==> config.mk <==
export PLATFORM = sky130hd
export DESIGN_NAME = axi_llc_arcane_desc2resp
export DESIGN_NICKNAME = d
export VERILOG_FILES = /design/src/rtl/axi_llc_arcane_desc2resp_pkg.sv /design/src/rtl/axi_llc_arcane_desc2resp.sv
export SDC_FILE = /design/constraint.sdc
export NUM_CORES = 1
export LEC_CHECK = 0
export ABC_AREA = 0
export CORE_ASPECT_RATIO = 0.9
export CORE_UTILIZATION = 19
export DETAILED_ROUTE_END_ITERATION = 7
export GPL_ROUTABILITY_DRIVEN = 0
export PLACE_DENSITY = 0.79
export SYNTH_ARGS = -nofsm -noshare
export SYNTH_HDL_FRONTEND = slang
export SYNTH_SLANG_ARGS = --single-unit
==> constraint.sdc <==
create_clock -name clk_i -period 1.2 [get_ports clk_i]
set_input_delay 0.18 -clock clk_i [delete_from_list [all_inputs] [get_ports clk_i]]
set_output_delay 0.18 -clock clk_i [all_outputs]
set_load 0.01 [all_outputs]
==> src/rtl/axi_llc_arcane_desc2resp_pkg.sv <==
// Shared types for the ARCANE LLC response generator: descriptor layout and
// the AXI B/R channel payloads it produces.
package axi_llc_arcane_desc2resp_pkg;

    localparam int unsigned AXI_ID_W   = 4;
    localparam int unsigned AXI_DATA_W = 32;
    localparam int unsigned AXI_USER_W = 1;
    localparam int unsigned AXI_LEN_W  = 8;

    typedef enum logic [1:0] {
        RESP_OKAY   = 2'b00,
        RESP_EXOKAY = 2'b01,
        RESP_SLVERR = 2'b10,
        RESP_DECERR = 2'b11
    } axi_resp_e;

    typedef struct packed {
        logic [AXI_ID_W-1:0]  a_x_id;
        logic [AXI_LEN_W-1:0] a_x_len;
        axi_resp_e            x_resp;
        logic                 rw;
    } desc_t;

    typedef struct packed {
        logic [AXI_ID_W-1:0]   id;
        axi_resp_e             resp;
        logic [AXI_USER_W-1:0] user;
    } b_chan_t;

    typedef struct packed {
        logic [AXI_ID_W-1:0]   id;
        logic [AXI_DATA_W-1:0] data;
        axi_resp_e             resp;
        logic                  last;
        logic [AXI_USER_W-1:0] user;
    } r_chan_t;

endpackage

==> src/rtl/axi_llc_arcane_desc2resp.sv <==
// Turns completed LLC descriptors into AXI B responses (Write=1) or streams
// read data as R beats (Write=0), with a zero-bubble bypass on the final beat.
module axi_llc_arcane_desc2resp
    import axi_llc_arcane_desc2resp_pkg::*;
#(
    parameter bit          Write = 1'b1,
    localparam int unsigned RespW = Write ? $bits(b_chan_t) : $bits(r_chan_t)
) (
    input  logic                  clk_i,
    input  logic                  rst_ni,
    input  desc_t                 desc_i,
    input  logic                  desc_valid_i,
    output logic                  desc_ready_o,
    input  logic [AXI_DATA_W-1:0] data_i,
    input  logic                  data_valid_i,
    output logic                  data_ready_o,
    output logic [RespW-1:0]      resp_o,
    output logic                  resp_valid_o,
    input  logic                  resp_ready_i,
    output logic                  dbg_state_o
);

    // Handshakes: a transfer on any channel happens in a cycle where both its
    // valid and ready are high at the rising clock edge; valid never waits on ready.
    typedef enum logic {
        IDLE = 1'b0,
        RESP = 1'b1
    } state_e;

    state_e               r_state;
    desc_t                r_desc;
    logic [AXI_LEN_W-1:0] r_beat_cnt;

    logic w_in_resp;
    logic w_last;
    logic w_hs;
    logic w_final;
    logic w_desc_hs;

    assign w_in_resp = (r_state == RESP);
    assign w_last    = (r_beat_cnt == '0);
    assign w_hs      = w_in_resp && resp_ready_i && (Write || data_valid_i);
    assign w_final   = w_hs && (Write || w_last);

    // Ready rises during the final handshake so the next descriptor follows without a bubble.
    assign desc_ready_o = !w_in_resp || w_final;
    assign w_desc_hs    = desc_valid_i && desc_ready_o;

    assign resp_valid_o = w_in_resp && (Write || data_valid_i);
    assign data_ready_o = !Write && w_in_resp && resp_ready_i;
    assign dbg_state_o  = w_in_resp;

    always_ff @(posedge clk_i) begin
        if (!rst_ni) begin
            r_state    <= IDLE;
            r_desc     <= '0;
            r_beat_cnt <= '0;
        end else if (w_desc_hs) begin
            r_state    <= RESP;
            r_desc     <= desc_i;
            r_beat_cnt <= desc_i.a_x_len;
        end else if (w_final) begin
            r_state <= IDLE;
        end else if (w_hs && !w_last) begin
            r_beat_cnt <= r_beat_cnt - 1'b1;
        end
    end

    if (Write) begin : g_b
        b_chan_t w_b;
        logic    w_unused_rd;

        always_comb begin
            w_b      = '0;
            w_b.id   = r_desc.a_x_id;
            w_b.resp = r_desc.x_resp;
        end

        assign resp_o      = w_b;
        assign w_unused_rd = ^{data_i, r_desc.rw};
    end else begin : g_r
        r_chan_t w_r;
        logic    w_unused_rw;

        // Read data is forwarded combinationally; only id/resp/last come from the descriptor.
        always_comb begin
            w_r      = '0;
            w_r.id   = r_desc.a_x_id;
            w_r.data = data_i;
            w_r.resp = r_desc.x_resp;
            w_r.last = w_last;
        end

        assign resp_o      = w_r;
        assign w_unused_rw = r_desc.rw;
    end

endmodule

Yosys cells after proc, flatten, opt, wreduce, memory -nomap -nowiden
Index checks and enable logic that the tools add are counted.
{"block": "op_classes", "muxes": 2, "reduce_logical": 5}
{"cell": "logical AND 1 bit", "count": 2}
{"cell": "2-to-1 mux 1 bit", "count": 2}
{"cell": "nonzero test 2 bit", "count": 1}
{"cell": "logical NOT 1 bit", "count": 1}
{"cell": "logical OR 1 bit", "count": 1}
{"block": "word_totals", "register_bits": 7, "input_bits": 52, "out_inout_bits": 11}

Depth between registers and ports, before layout
Gate-level depths: netlist of the first run.
{"block": "depth", "word_depth": 4, "depth_mapped": 4}

Least setup slack after synthesis of the first run
OpenSTA, ideal clock, no wires.
{"block": "synth_path", "kind": "flip-flop to flip-flop", "start": "reg r_state, in the netlist dbg_state_o", "end": "reg r_desc (netlist bit resp_o[1])", "setup_time_ns": 0.067, "arrival_time_ns": 0.901, "required_ns": 1.133, "slack_ns": 0.232, "stages_incl_launch_ff": 5, "synth_period_minus_slack_ns": 0.968, "cell_sequence": "dfxtp_1 -> nand2b_4 -> buf_6 -> and2_4 -> o21ai_2"}
{"block": "synth_via", "elab_chain_len": 3, "elab_cells_between_ends": 4}
{"element": "start, declared", "line": "axi_llc_arcane_desc2resp.sv:30", "rtl": "state_e r_state;"}
{"element": "start signal, assigned", "line": "axi_llc_arcane_desc2resp.sv:55", "rtl": "r_state <= IDLE;"}
{"element": "start signal, assigned", "line": "axi_llc_arcane_desc2resp.sv:59", "rtl": "r_state <= RESP;"}
{"element": "start signal, assigned", "line": "axi_llc_arcane_desc2resp.sv:63", "rtl": "r_state <= IDLE;"}
{"element": "logical NOT 1 bit or logical AND 1 bit (tied branches)", "line": "axi_llc_arcane_desc2resp.sv:46, axi_llc_arcane_desc2resp.sv:42"}
{"element": "logical OR 1 bit (*)", "line": "axi_llc_arcane_desc2resp.sv:46", "rtl": "assign desc_ready_o = !w_in_resp || w_final;"}
{"element": "via desc_ready_o", "line": "axi_llc_arcane_desc2resp.sv:13", "rtl": "output logic desc_ready_o,"}
{"element": "logical AND 1 bit (*)", "line": "axi_llc_arcane_desc2resp.sv:47", "rtl": "assign w_desc_hs = desc_valid_i && desc_ready_o;"}
{"element": "end signal, assigned", "line": "axi_llc_arcane_desc2resp.sv:60", "rtl": "r_desc <= desc_i;"}
{"element": "end, declared", "line": "axi_llc_arcane_desc2resp.sv:31", "rtl": "desc_t r_desc;"}
Mark *: on every way through the listed nets, which the timed path passes. The rest lies on a longest branch.
A chain may end at the register's enable or synchronous reset.

Worst setup path in the final report of the first run
{"block": "layout_path", "start": "in resp_ready_i", "end": "out desc_ready_o"}
{"block": "layout_via", "elab_chain_len": 2}
{"element": "start, declared", "line": "axi_llc_arcane_desc2resp.sv:19", "rtl": "input logic resp_ready_i,"}
{"element": "logical AND 1 bit", "line": "axi_llc_arcane_desc2resp.sv:42", "rtl": "assign w_hs = w_in_resp && resp_ready_i && (Write || data_valid_i);"}
{"element": "logical OR 1 bit", "line": "axi_llc_arcane_desc2resp.sv:46"}
{"element": "end, declared", "line": "axi_llc_arcane_desc2resp.sv:13"}
Every way passes these cells.

==> results of run 1 <==
-- power groups by stage --
stage	Clock [mW]	Sequential [mW]	Combinational [mW]
after detailed placement	0	0.261	0.137
after global routing	0.250	0.258	0.135
final	0.217	0.256	0.125
after floorplan	0	0.268	0.0564
after global placement	0	0.261	0.136
after CTS	0.233	0.256	0.126
-- critical path, delay by kind of cell --
kind                   cells  cell delay (ps)
buffers and inverters      2              690
and+or+nand+nor            1              120
-- stage by stage --
stage               cell area, um^2  std cells  power, mW
finish                        560.5         79     0.5968
global route                  560.5         79     0.6424
CTS                           559.3         79     0.6146
detailed placement            544.3         75     0.3987
global placement              544.3         75     0.3964
floorplan                     337.8         37     0.3244
-- timing repair --
action,4_1_cts,5_1_grt
hold endpoints to repair,0,0
setup endpoints to repair,9,1
gates resized for setup,9,1
-- area by class of cell --
| class | count | share of cell area [%] |
|---|---|---|
| Timing Repair Buffer | 22 | 37.95 |
| Multi-Input combinational cell | 23 | 26.79 |
| Sequential cell | 7 | 25.00 |
| Tap cell | 22 | 4.911 |
| Clock buffer | 4 | 4.687 |
| Inverter | 1 | 0.6696 |
-- cells by family (layout without fill, tap and decap cells) --
logic type	count (synthesis)	count (layout)	synth area share (%)
AO/OA/AOI/OAI	7	7	17.98
buffers and inverters	7	27	14.23
flip-flops	7	7	41.95
other	1	2	1.123
AND/OR/NAND/NOR	14	14	24.72
-- sequential cells by signal, indices dropped and copies added (netlist names) --
signal,count
resp_o,6
dbg_state_o,1
-- cell usage after synthesis --
| cell | number |
|---|---|
| a21boi_0 | 1 |
| buf_4 | 3 |
| nand2b_4 | 1 |
| o21ai_2 | 6 |
| nand2_1 | 6 |
| buf_6 | 1 |
| and2_4 | 1 |
| buf_2 | 1 |
| clkbuf_2 | 1 |
| dfxtp_1 | 7 |
| conb_1 | 1 |
| inv_1 | 1 |
| nand4_1 | 6 |
-- per-layer routing --
layer	track usage, %	part of all wire [%]	up-vias
li1	-	-	164
met3	3.913	6.6	0
met5	0	0	-
met4	7.059	0	0
met1	11.20	44	137
met2	13.24	49	14
-- worst min-delay path by stage --
stage / depth (start not counted) / end / slack [ps] / from
6_report: 2 / resp_o[4]$_SDFFE_PN0P_ / 460 / resp_o[4]$_SDFFE_PN0P_
5_1_grt: 2 / resp_o[2]$_SDFFE_PN0P_ / 480 / resp_o[2]$_SDFFE_PN0P_
3_3_place_gp: 2 / resp_o[2]$_SDFFE_PN0P_ / 450 / resp_o[2]$_SDFFE_PN0P_
2_1_floorplan: 2 / resp_o[1]$_SDFFE_PN0P_ / 330 / rst_ni
4_1_cts: 2 / resp_o[1]$_SDFFE_PN0P_ / 460 / resp_o[1]$_SDFFE_PN0P_
3_5_place_dp: 2 / resp_o[1]$_SDFFE_PN0P_ / 450 / resp_o[1]$_SDFFE_PN0P_
==> impl_metrics.tcl, run 1 <==
set metrics [dict create \
    status "finished, final reports clean" \
    setup_tns_ps 0 \
    nets 110 \
    worstPathRequired_ps 1020 \
    p_int_uw 446.2 \
    drtIter0Drc 2 \
    cp_cell_sequence "clkdlybuf4s50_1 -> nand2b_4 -> clkdlybuf4s15_1" \
    post_cts_buffers 0 \
    synthDistinctLibCells 13 \
    fmax_mhz 861.0 \
    grt_pass1_vias 302 \
    dp_hpwl_um 583 \
    powerDensity_mw_per_mm2 1065 \
    via_per_inst 3.987 \
    maxSlewViolCount 0 \
    p_sw_share_pct 25.23 \
    end_kind "primary output" \
    cts_tree "built" \
    ys_seq_area_share_pct 41.95 \
    maxCapViolCount 0 \
    worst_setup_path_start_kind "primary input" \
    crit_type "in -> out" \
    vias 315 \
    routed_wl_um 773 \
    io_buffers 18 \
    ff_latch_area_um2 140.1 \
    rr_startpoint "dbg_state_o$_SDFFE_PN0P_" \
    synth_top_area_share_pct 41.95 \
    cts_hold_buf 0 \
    netlist_instances 36 \
    setup_slack_ps 38.63 \
    cp.arrival_ps 980 \
    clockPowerShare_pct 36.3 \
    htreeDepth 1 \
    fp.dieH_um 41.78 \
    r2r_slack_ps 210 \
    crit_start "resp_ready_i" \
    grt_pass1_wl_mm 1.255 \
    synthToLayoutAreaGrowth_pct 67.79 \
    multi_input_area_um2 150.1 \
    wl_per_cell_um 9.785 \
    num_io_pins 63 \
    final-setup-viol-count 0 \
    cts_max_path_buffers 2 \
    dieArea_mm2 0.001930 \
    synth_seq_cells 7 \
    syn_area_um2 334.1 \
    cp_slowest_cell "clkdlybuf4s50_1" \
    clock_latency_ps 250 \
    reg2regPathDepth 4 \
    min_period_ps 1161 \
    seqPwrFrac_pct 42.8 \
    ys_top_cells_by_area "dfxtp_1 42%, o21ai_2 16%, nand4_1 11%, buf_4 6.7%, nand2_1 6.7%" \
    p_sw_uw 150.6 \
    finish.utilization_pct 36.28 \
    clkSinkCount 7 \
    mostFrequentLayoutCells "9 x clkdlybuf4s50_1, 8 x dlygate4sd2_1, 7 x dfxtp_1" \
    grt.total_usage_pct 9.495 \
    clock-skew-final_ps 4.786 \
    ys_warn_count 0 \
    synth.largest_area_cell "dfxtp_1" \
    crit_fanout 2 \
    rsz0062_at_grt "no" \
    num-fill-cells 165 \
    antenna_cells 0 \
    endpoint "desc_ready_o" \
    root_buffer "clkbuf_4" \
    clkSlewWorstSetupHoldPaths_ps 50 \
    hold_slack_ps 458.8 \
    drc_errors 0 \
    final_common_cell "clkdlybuf4s50_1" \
    rr_endpoint "resp_o[4]$_SDFFE_PN0P_" \
    final_layout_size_suffix_gt1_share_pct 26.32 \
    vdd_drop_max_v 0.0002988 \
    dr.pass1.iters 3 \
    initial_core_util_pct 21.62 \
    fin_crit_sh_pct 96.78 \
    overflow 0 \
    antenna_found_initial 0 \
    rows 13 \
    pre_cts_ws_ps -257.4 \
    core-area_mm2 0.001545 \
    hp-class "reg -> reg" \
    ant_nets 0 \
    syn_area_per_cell_um2 9.280 \
    grt_max_degree 14 \
    fp.dieW_um 46.20 \
    pwr-share-comb_pct 20.9 \
    slowest_delay_ps 460 \
    p_leak_nw 0.2504 \
    cts_buffers 3 \
    hold_viol_final 0 \
]
Note: power is estimated with default switching activity, not from simulation.
==> inputs of run 2 (changes only) <==
--- a/config.mk
+++ b/config.mk
@@ -6,11 +6,13 @@
 export NUM_CORES = 1
 export LEC_CHECK = 0
 export ABC_AREA = 0
+export CAP_MARGIN = 15
 export CORE_ASPECT_RATIO = 0.9
 export CORE_UTILIZATION = 19
 export DETAILED_ROUTE_END_ITERATION = 7
 export GPL_ROUTABILITY_DRIVEN = 0
 export PLACE_DENSITY = 0.79
+export SKIP_LAST_GASP = 1
 export SYNTH_ARGS = -nofsm -noshare
 export SYNTH_HDL_FRONTEND = slang
 export SYNTH_SLANG_ARGS = --single-unit
==> results of run 2 <==
Same layout as run 1: the final DEF is identical, and so are final timing and power.
